## src/rtl/serial_word_rx.sv

```systemverilog
// serial_word_rx: rebuilds MSB-first serial words into a DEPTH-word FIFO.
// Ports: clk/reset_n, serial_in/bit_valid/frame_start in;
// word_data/word_valid/word_ready handshake; fifo_count, frame_error,
// overflow (sticky) with clear_overflow.
module serial_word_rx #(
  parameter int N     = 16,
  parameter int DEPTH = 4
) (
  input  logic                     clk,
  input  logic                     reset_n,
  input  logic                     serial_in,
  input  logic                     bit_valid,
  input  logic                     frame_start,
  output logic [N-1:0]             word_data,
  output logic                     word_valid,
  input  logic                     word_ready,
  output logic [$clog2(DEPTH):0]   fifo_count,
  output logic                     frame_error,
  output logic                     overflow,
  input  logic                     clear_overflow
);

  localparam int AW = $clog2(DEPTH);
  localparam int CW = $clog2(N);

  typedef enum logic {
    IDLE,
    RECV
  } state_t;

  state_t         state;
  logic [CW-1:0]  cnt;
  logic [N-1:0]   shreg;
  logic [N-1:0]   sh_nxt;
  logic           last;
  logic           push;
  logic           pop;
  logic           full;
  logic           push_ok;

  logic [N-1:0]   mem [DEPTH];
  logic [AW-1:0]  wptr;
  logic [AW-1:0]  rptr;
  logic [AW:0]    count;

  assign sh_nxt = {shreg[N-2:0], serial_in};
  assign last   = (cnt == CW'(N - 1));

  // Word completes on the Nth bit, never on a bit that restarts framing.
  assign push = bit_valid && (state == RECV)
              && !frame_start && last;

  assign word_valid = (count != '0);
  assign word_data  = mem[rptr];
  assign fifo_count = count;
  assign pop        = word_valid && word_ready;
  assign full       = (count == (AW+1)'(DEPTH));
  // A full FIFO still takes the word if the head leaves on this edge.
  assign push_ok    = push && (!full || pop);

  always_ff @(posedge clk or negedge reset_n) begin
    if (!reset_n) begin
      state       <= IDLE;
      cnt         <= '0;
      shreg       <= '0;
      frame_error <= 1'b0;
    end else begin
      frame_error <= 1'b0;
      if (bit_valid) begin
        unique case (state)
          IDLE: begin
            if (frame_start) begin
              shreg <= sh_nxt;
              cnt   <= CW'(1);
              state <= RECV;
            end
          end
          RECV: begin
            shreg <= sh_nxt;
            if (frame_start) begin
              frame_error <= 1'b1;
              cnt         <= CW'(1);
            end else if (last) begin
              cnt   <= '0;
              state <= IDLE;
            end else begin
              cnt <= cnt + CW'(1);
            end
          end
          default: state <= IDLE;
        endcase
      end
    end
  end

  always_ff @(posedge clk or negedge reset_n) begin
    if (!reset_n) begin
      wptr     <= '0;
      rptr     <= '0;
      count    <= '0;
      overflow <= 1'b0;
      for (int i = 0; i < DEPTH; i++) begin
        mem[i] <= '0;
      end
    end else begin
      if (push_ok) begin
        mem[wptr] <= sh_nxt;
        wptr      <= wptr + AW'(1);
      end
      if (pop) begin
        rptr <= rptr + AW'(1);
      end
      unique case (1'b1)
        (push_ok && !pop): count <= count + (AW+1)'(1);
        (pop && !push_ok): count <= count - (AW+1)'(1);
        default:           count <= count;
      endcase
      // Set wins over a same-cycle clear.
      if (push && !push_ok) begin
        overflow <= 1'b1;
      end else if (clear_overflow) begin
        overflow <= 1'b0;
      end
    end
  end

endmodule

```

## config.mk

```make
export PLATFORM = sky130hd
export DESIGN_NAME = serial_word_rx
export DESIGN_NICKNAME = d
export VERILOG_FILES = /design/src/rtl/serial_word_rx.sv
export SDC_FILE = /design/constraint.sdc
export NUM_CORES = 1
export LEC_CHECK = 0
export CAP_MARGIN = 20
export CORE_MARGIN = 2
export CORE_UTILIZATION = 63
export DETAILED_ROUTE_END_ITERATION = 16
export PLACE_DENSITY = 0.92
export SYNTH_ARGS = -nofsm -noshare
export SYNTH_HDL_FRONTEND = slang
export SYNTH_SLANG_ARGS = --single-unit
```

## constraint.sdc

```tcl
create_clock -name clk -period 6.6 [get_ports clk]
set_input_delay 1.32 -clock clk [delete_from_list [all_inputs] [get_ports clk]]
set_output_delay 1.32 -clock clk [all_outputs]
set_load 0.01 [all_outputs]
```

Word-level counts from Yosys, hierarchy flattened
Cells that the tools add are included.

word-level totals
  output and inout port bits = 22
  word-level logic and storage cells = 65
  input bits = 7
  register bits = 93

cells by class
  eq/ne operators = 3
  muxes and demuxes = 21
  magnitude comparators = 3
  reduce and logical (&&, ||, !) cells = 18
  bitwise operators = 3
  add/subtract/negate cells = 5

operators by type and width
  operator                                             number
  bitwise mux 64 bit                                   1
  two-way mux 16 bit                                   3
  binary-select mux 16 bit (select 2 bit)              1
  demux 16 bit (select 2 bit)                          1
  one-hot mux 15 bit (2 select lines)                  1
  two-way mux 15 bit                                   1
  two-way mux 4 bit                                    3
  logical AND 1 bit                                    9
  one-hot mux 4 bit (2 select lines)                   1
  two-way mux 1 bit                                    7
  >= comparator 3 bit (second input constant)          2
  inverter 2 -> 3 bit                                  2
  one-hot mux 3 bit (2 select lines)                   1
  adder 2 x 1 -> 2 bit (second input constant)         2
  adder 4 x 1 -> 4 bit (second input constant)         1
  equality test 4 bit (second input constant)          1
  logical NOT 1 bit                                    4
  nonzero test 2 bit                                   2
  adder 3 x 1 -> 3 bit (second input constant)         1
  equality test 3 bit (second input constant)          1
  < comparator 3 x 1 -> 1 bit (second input constant)  1
  nonzero test 3 bit                                   1
  subtractor 3 x 1 -> 3 bit (second input constant)    1
  != test 2 bit (second input constant)                1
  4 further kinds                                      4

Logic depth before layout (Yosys ltp)
Gate-level depths: netlist of the first run.

  depth in word-level cells = 7
  mapped depth = 11
  mapped depth without buffers = 10

Worst setup path before layout of the first run
Ideal clock, no wire load.

  path type = input -> register
  start = input word_ready
  end = register count[2] (netlist: fifo_count[2])
  arrival = 3098 ps
  buffers on the path = 1
  required time = 6521 ps
  setup time = 79 ps
  stages on the path = 10
  slack = 3423 ps
  path through = or4b_4 > buf_6 > and3_4 > inv_1 > ha_1 > inv_1 > fa_1 > xor2_1 > nor2_1 > xor2_1

between the ends
  word-level cells in the longest chain between the ends = 6
  elaborated cells between the ends (all ways) = 9
  classes of those cells = mux (1); reduce/logical (8)

RTL lines
  what                                                                             RTL line  RTL
  start: declaration                                                               16        input logic word_ready,
  logical AND 1 bit *                                                              56        assign pop = word_valid && word_ready;
  logical OR 1 bit                                                                 59        assign push_ok = push && (!full || pop);
  logical AND 1 bit                                                                59
  logical NOT 1 bit                                                                115       (pop && !push_ok): count <= count - (AW+1)'(1);
  logical AND 1 bit                                                                115
  one-hot mux 3 bit (2 select lines) / nonzero test 2 bit (equally long branches)  n/a
  end signal: assignment                                                           114       (push_ok && !pop): count <= count + (AW+1)'(1);
  end signal: assignment                                                           115
  end signal: assignment                                                           116       default: count <= count;
  end: declaration                                                                 44        logic [AW:0] count;

Mark *: on every way between the ends. The rest lies on a longest branch, timed or not.
A chain may end at the register's enable or synchronous reset.

Worst setup path in the final report of the first run
  start = register rptr[0]
  end = output word_data[15]

between the ends
  word-level cells in the longest chain between the ends = 4

RTL lines
  what                                                   RTL line  RTL
  start: declaration                                     43        logic [AW-1:0] rptr;
  start signal: assignment                               111       rptr <= rptr + AW'(1);
  inverter 2 -> 3 bit (not written as such)              54        assign word_data = mem[rptr];
  binary-select mux 16 bit (select 2 bit)                54
  two-way mux 16 bit (not written as such) (2 in a row)  54
  end: declaration                                       14        output logic [N-1:0] word_data,

Every way passes these cells. The select of a mux whose other input is x is not followed.

==> results by group, run 1 <==
Logic synthesis
  – Largest cells by area after synthesis: dfrtp_1, mux2_4, mux2_2
  – Yosys Warn Count: 0
  – Mean post-synth cell area: 17.0 um^2
  – Mapped Cells: 254
  – Synth area leader: dfrtp_1
  – Yosys reg bits: 93
  – Count of cell types in the netlist: 34
  – Syn_nets: 268
  – Seq/Total Area, Yosys: 0.538
  – Mapped Area: 0.00433 mm^2
  – Synth top area share: 0.538

Timing
  – Setup TNS: 0 ns
  – RSZ-0062 raised after global routing: false
  – Final-report hold violation count: 0
  – Setup violations, final: 0
  – Fmax: 0.272 GHz
  – Clock Skew: 0.0109 ns
  – Final Max Slew Viols: 0
  – Slew HR: 0.422
  – Final min period: 3.67 ns
  – Final Cycle Share: 0.556
  – Worst-Margin Slew: 0.866 ns

Critical path
  – Worst reg2reg path startpoint: cnt[0]$_DFFE_PN0P_
  – Worst Reg-to-Reg Cells: 10
  – R2r setup slk: 4.12 ns
  – WP data required: 5.28 ns
  – Critical Path Source Type: register
  – Reg2reg end: fifo_count[2]$_DFFE_PN0P_
  – Worst Path Max Fanout: 10
  – Element type at the critical path end: output port
  – Critical Setup Path Class: reg2out
  – Arr. time, crit path: 2.35 ns

Floorplanning
  – Die height: 86.9 um
  – Std-Cell Rows: 30
  – I/O pin count: 29
  – Core area: 0.00672 mm^2
  – Die ar.: 0.00755 mm^2
  – Starting Density: 0.644
  – Die width: 86.9 um

Route
  – Drt drc: 0
  – Wire per inst: 19.7 um
  – Initial DRC Count: 105
  – DR vias: 2206
  – Detailed Route WL: 7260 um
  – Via/cell ratio: 5.98
  – Drt pass-1 iters: 4
  – Post-detailed-route count of antenna-violating nets: 0

Cells and area
  – P&R area growth vs syn: 11.9%
  – Finished Cell Area: 0.00484 mm^2
  – Final-stage net count: 298
  – Register area: 0.00233 mm^2
  – # diodes: 0
  – Filler cells: 422
  – Fraction of layout cells with a size suffix above 1: 0.433
  – Multi-input gate area: 0.00183 mm^2

Clocking
  – CTS buffer count: 9
  – CTS tree: done
  – Number of clock sinks seen by CTS: 93
  – # Post-CTS Setup Buffers: 0
  – Post-CTS sizing: 0
  – Clock buffer depth: 2
  – Hold Buf Count CTS: 0
  – Htree depth: 3
  – Clock Tree Root: clkbuf_8
  – Clk_lat worst skew: 0.36 ns
  – CTS clk-pin slew, worst paths: 0.09 ns

Place
  – Placer congestion estimate: 0.734
  – Hpwl dp: 4470 um
  – Post-DP Area: 0.00460 mm^2
  – Buffers on Ports: 28

Hold path
  – Hold EP: mem[29]$_DFFE_PN0P_
  – HP Class: reg2reg
  – Hold Path Depth: 1
  – Hold wc startpoint: mem[29]$_DFFE_PN0P_

Global route
  – Largest net degree at the start of global routing: 94
  – Vias in the first global route: 2291
  – Antenna violations before repair: 0
  – First-pass GRT wire length: 12100 um
  – GRT Total Usage: 0.216
  – Remaining global-route overflow: 0

Power and ir drop
  – Power density cells: 285 mW/mm^2
  – Lkg Pwr: 2.35 nW
  – Worst ir drop on vdd: 245 uV

Outcome
  – Status: completed

Job
  – Max cap viols: 0
==> critical path, cell delays in order (launching register included) <==
cell             delay (ns)
dfrtp_1                0.75
buf_16                 0.23
mux4_2                 0.52
clkdlybuf4s50_1        0.49
==> worst max-delay path by stage <==
stage                         from                   endpoint  slack, ns  cells past startpoint
6_report       rptr[0]$_DFFE_PN0P_              word_data[15]       2.93                      3
5_1_grt        rptr[0]$_DFFE_PN0P_              word_data[15]       2.81                      3
4_1_cts        rptr[0]$_DFFE_PN0P_              word_data[15]       2.87                      3
3_5_place_dp            word_ready  fifo_count[2]$_DFFE_PN0P_       2.90                     10
3_3_place_gp            word_ready  fifo_count[2]$_DFFE_PN0P_       2.98                     10
2_1_floorplan           word_ready  fifo_count[2]$_DFFE_PN0P_       3.42                     10
==> synthesized netlist by cell type <==
cell,n
dfrtp_1,93
mux2_2,40
mux2_4,40
mux4_2,16
inv_1,9
ha_1,6
buf_12,4
nand2_1,4
nand4_4,4
buf_2,3
buf_6,3
xnor2_1,3
xor2_1,3
a21oi_1,2
a22o_1,2
and3_1,2
nand3_1,2
o211ai_1,2
and3_4,1
and3b_2,1
buf_1,1
clkbuf_1,1
fa_1,1
mux2i_1,1
nand4_1,1
nor2_1,1
o21a_1,1
o21ai_0,1
o21ai_1,1
o22a_1,1
o22ai_1,1
o31a_2,1
or3_2,1
or4b_4,1
==> flip-flops by register name, indices dropped and copies added, names as in the netlist <==
signal       flops
mem             64
overflow         1
rptr             2
frame_error      1
cnt              4
wptr             2
fifo_count       3
shreg           15
state            1
==> placed cells by master, fill, tap and decap left out, drive strengths merged <==
cell type and n:
a22o 2, ha 6, o21a 1, nand4 5, a21oi 2, o22ai 1, dfrtp 93, clkinv 2
xnor2 3, nor2 1, mux2i 1, buf 4, or4b 1, clkinvlp 2, inv 9, mux2 80
and3b 1, bufinv 1, xor2 3, o21ai 2, nand2 4, clkdlybuf4s50 27, or3 1, and3 3
fa 1, clkbuf 11, mux4 16, o211ai 2, o31a 1, nand3 2, o22a 1
==> per-layer routing <==
| layer | global-route usage | vias to the layer above | share of wire |
|---|---|---|---|
| met4 | 0.0795 | 0 | 0.015 |
| met2 | 0.323 | 45 | 0.49 |
| met3 | 0.0550 | 12 | 0.033 |
| met5 | 0 | - | 0 |
| met1 | 0.311 | 1153 | 0.46 |
| li1 | - | 996 | - |
==> where the power goes <==
group / internal (mW) / switching, mW
Combinational: 0.147 / 0.0914
Sequential: 0.626 / 0.124
Clock: 0.196 / 0.195
Total: 0.969 / 0.410
==> metrics by stage <==
step           hold WS [ns]  std cells   util  worst slack, ns  power (mW)
2_1_floorplan         0.474        254      -             3.42       0.882
3_3_place_gp          0.483        351  0.681             2.98       0.958
3_5_place_dp          0.488        352  0.685             2.90       0.995
4_1_cts               0.511        368  0.716             2.87        1.39
5_1_grt               0.528        369  0.720             2.81        1.45
6_report              0.508        369  0.720             2.93        1.38
==> kinds of logic (layout without fill, tap and decap cells) <==
family / Yosys count / in the layout / share of synthesized area
AND/OR/NAND/NOR: 18 / 18 / 0.0405
XOR/XNOR: 6 / 6 / 0.0121
buffers and inverters: 21 / 56 / 0.0393
multiplexers: 97 / 97 / 0.329
adder cells (fa/ha/maj): 7 / 7 / 0.0220
flip-flops: 93 / 93 / 0.538
AO/OA/AOI/OAI: 12 / 12 / 0.0197
==> cell type report <==
class / count / area share
inverter: 9 / 0.00698
clock buffer: 11 / 0.0313
multi-input combinational: 140 / 0.378
tap: 80 / 0.0207
sequential: 93 / 0.481
clock inverter: 5 / 0.0121
timing repair buffer: 31 / 0.0703
No activity file was read; power rests on OpenSTA's default activity.
==> run 2: changes to the inputs <==
--- a/config.mk
+++ b/config.mk
@@ -7,9 +7,9 @@
 export LEC_CHECK = 0
 export CAP_MARGIN = 20
 export CORE_MARGIN = 2
-export CORE_UTILIZATION = 63
+export CORE_UTILIZATION = 59
 export DETAILED_ROUTE_END_ITERATION = 16
-export PLACE_DENSITY = 0.92
+export PLACE_DENSITY = 0.88
 export SYNTH_ARGS = -nofsm -noshare
 export SYNTH_HDL_FRONTEND = slang
 export SYNTH_SLANG_ARGS = --single-unit
==> constraint.sdc (replaced) <==
create_clock -name clk -period 3.7 [get_ports clk]
set_input_delay 0.74 -clock clk [delete_from_list [all_inputs] [get_ports clk]]
set_output_delay 0.74 -clock clk [all_outputs]
set_load 0.01 [all_outputs]
==> run 2 against run 1 <==
Count of clock-buffer cells in the layout stayed put. Die area is 6.5% higher. Power is 70% higher. Core utilization is 5.1 points lower. Sequential share of layout area is 0.34 points higher. Worst hold slack worse by 0.16 ns. Highest routed layer unchanged. Cell area is 0.70% lower. Worst setup slack worse by 2.2 ns. Clock skew is 0.0059 ns lower. Register-to-register slack worse by 3.0 ns. Critical path type unchanged.
==> results by group, run 2 (synthesized netlist as in run 1, its figures left out) <==
Critical path
  – Slowest CP cell: dfrtp_1
  – Critical Path Source Type: register
  – Worst reg2reg path startpoint: cnt[0]$_DFFE_PN0P_
  – CP peak stage delay: 0.93 ns
  – Critical Setup Path Class: reg2out
  – Worst Setup SP: rptr[1]$_DFFE_PN0P_
  – Arr. time, crit path: 2.22 ns
  – Element type at the critical path end: output port
  – WP data required: 2.96 ns
  – Worst path cell trace: mux4_2 -> clkdlybuf4s50_1
  – Worst Path Max Fanout: 17

Place
  – Post-DP Area: 0.00463 mm^2
  – Hpwl dp: 4550 um
  – DP Cell Count: 374
  – Pre-CTS WS: 0.558 ns
  – Buffers on Ports: 28
  – Placer congestion estimate: 0.742

Cells and area
  – Top reg by flops: mem
  – Final-stage net count: 300
  – Finished Cell Area: 0.00481 mm^2
  – Max reg flops: 64
  – P&R area growth vs syn: 11.1%
  – Commonest non-fill, non-tap cell in the layout: dfrtp_1
  – Fraction of layout cells with a size suffix above 1: 0.433
  – # diodes: 0
  – Commonest non-fill, non-tap cells in the layout: dfrtp_1, mux2_4, mux2_2
  – Utilization after layout: 0.670
  – Largest registers: mem: 64 flops, shreg: 15 flops, cnt: 4 flops
  – Non-Filler Instances: 390

Route
  – DR vias: 2180
  – Initial DRC Count: 123
  – Post-detailed-route count of antenna-violating nets: 0
  – Max Used Layer: met4
  – Detailed Route WL: 7230 um
  – Post-Route M1 WL: 3420 um
  – Wire per inst: 18.5 um
  – Met3 WL post-DR: 211 um
  – Met2 WL: 3480 um
  – Drt drc: 0
  – Drt pass-1 iters: 4
  – Via/cell ratio: 5.59

Power and ir drop
  – Worst ir drop on vdd: 324 uV
  – Combinational Power Share: 0.184
  – Lkg Pwr: 2.32 nW
  – Sw Ratio: 0.308
  – Total power: 2.35 mW
  – Power density cells: 488 mW/mm^2
  – Psw: 0.721 mW
  – Sequential fraction of design power: 0.555
  – Cell internal pwr: 1.62 mW
  – Clk pwr share: 0.261

Global route
  – Antenna violations before repair: 0
  – GRT Total Usage: 0.199
  – Largest net degree at the start of global routing: 40
  – Remaining global-route overflow: 0
  – First-pass GRT wire length: 11700 um
  – Vias in the first global route: 2282

Floorplanning
  – Die width: 89.6 um
  – Std-Cell Rows: 31
  – Die ar.: 0.00803 mm^2
  – Starting Density: 0.603
  – I/O pin count: 29
  – Die height: 89.6 um
  – Core area: 0.00718 mm^2

Timing
  – Fmax: 0.338 GHz
  – Final Max Slew Viols: 0
  – Final worst slack: 0.738 ns
  – Final min period: 2.96 ns
  – Worst-Margin Slew: 0.889 ns
  – Clock Skew: 0.00501 ns
  – Setup TNS: 0 ns
  – RSZ-0062 raised after global routing: false
  – Worst hold slack: 0.351 ns
  – Final Cycle Share: 0.801
  – Setup violations, final: 0
  – Final-report hold violation count: 0
  – Slew HR: 0.407

Clocking
  – Number of clock sinks seen by CTS: 93
  – # Post-CTS Setup Buffers: 0
  – Clk_lat worst skew: 0.35 ns
  – CTS buffer count: 9
  – Clock buffer depth: 2
  – Htree depth: 3
  – CTS clk-pin slew, worst paths: 0.09 ns
  – Hold Buf Count CTS: 0
  – Post-CTS sizing: 0
  – CTS tree: done
  – Clock Tree Root: clkbuf_8

Outcome
  – Status: completed

Hold path
  – HP Class: in2async

Job
  – Max cap viols: 0
==> run 2: cell count changes in the layout (fill, tap and decap cells not counted) <==
cell,delta
buf_16,-2
bufinv_16,-1
buf_4,+4
clkbuf_8,-1
clkbuf_1,+1
clkinvlp_4,+1
==> run 2: final timing paths <==
kind	endpoint	slack, ns	depth (start not counted)
hold reg to reg	mem[17]$_DFFE_PN0P_	0.51	1
hold / removal	mem[58]$_DFFE_PN0P_	0.35	1
setup / recovery	word_data[14]	0.74	2
max in group asynchronous	mem[33]$_DFFE_PN0P_	2.61	2
setup reg to reg	fifo_count[2]$_DFFE_PN0P_	1.15	10
min in group clk	mem[17]$_DFFE_PN0P_	0.51	1
==> run 2: layout make-up <==
| type | count | area, um^2 |
|---|---|---|
| clock buffer | 11 | 141 |
| clock inverter | 5 | 36.3 |
| fill | 484 | 2370 |
| inverter | 9 | 33.8 |
| multi-input combinational | 140 | 1830 |
| sequential | 93 | 2330 |
| tap | 99 | 124 |
| timing repair buffer | 33 | 315 |
==> run 2: layer usage <==
metal	GRT usage	vias up
met5	0	-
met4	0.0760	0
met3	0.0484	7
met2	0.299	31
met1	0.285	1150
li1	-	992
==> run 2: critical path, delay by kind of cell (launching register included) <==
family | cells | cell delay (ns)
flops | 1 | 0.93
buf+inv | 1 | 0.50
mux | 1 | 0.44
==> run 2: power groups by stage <==
stage          clock network (mW)  logic (mW)  registers (mW)
2_1_floorplan                   0       0.334            1.24
3_3_place_gp                    0       0.416            1.31
3_5_place_dp                    0       0.439            1.32
4_1_cts                     0.626       0.441            1.30
5_1_grt                     0.672       0.472            1.33
6_report                    0.613       0.431            1.30
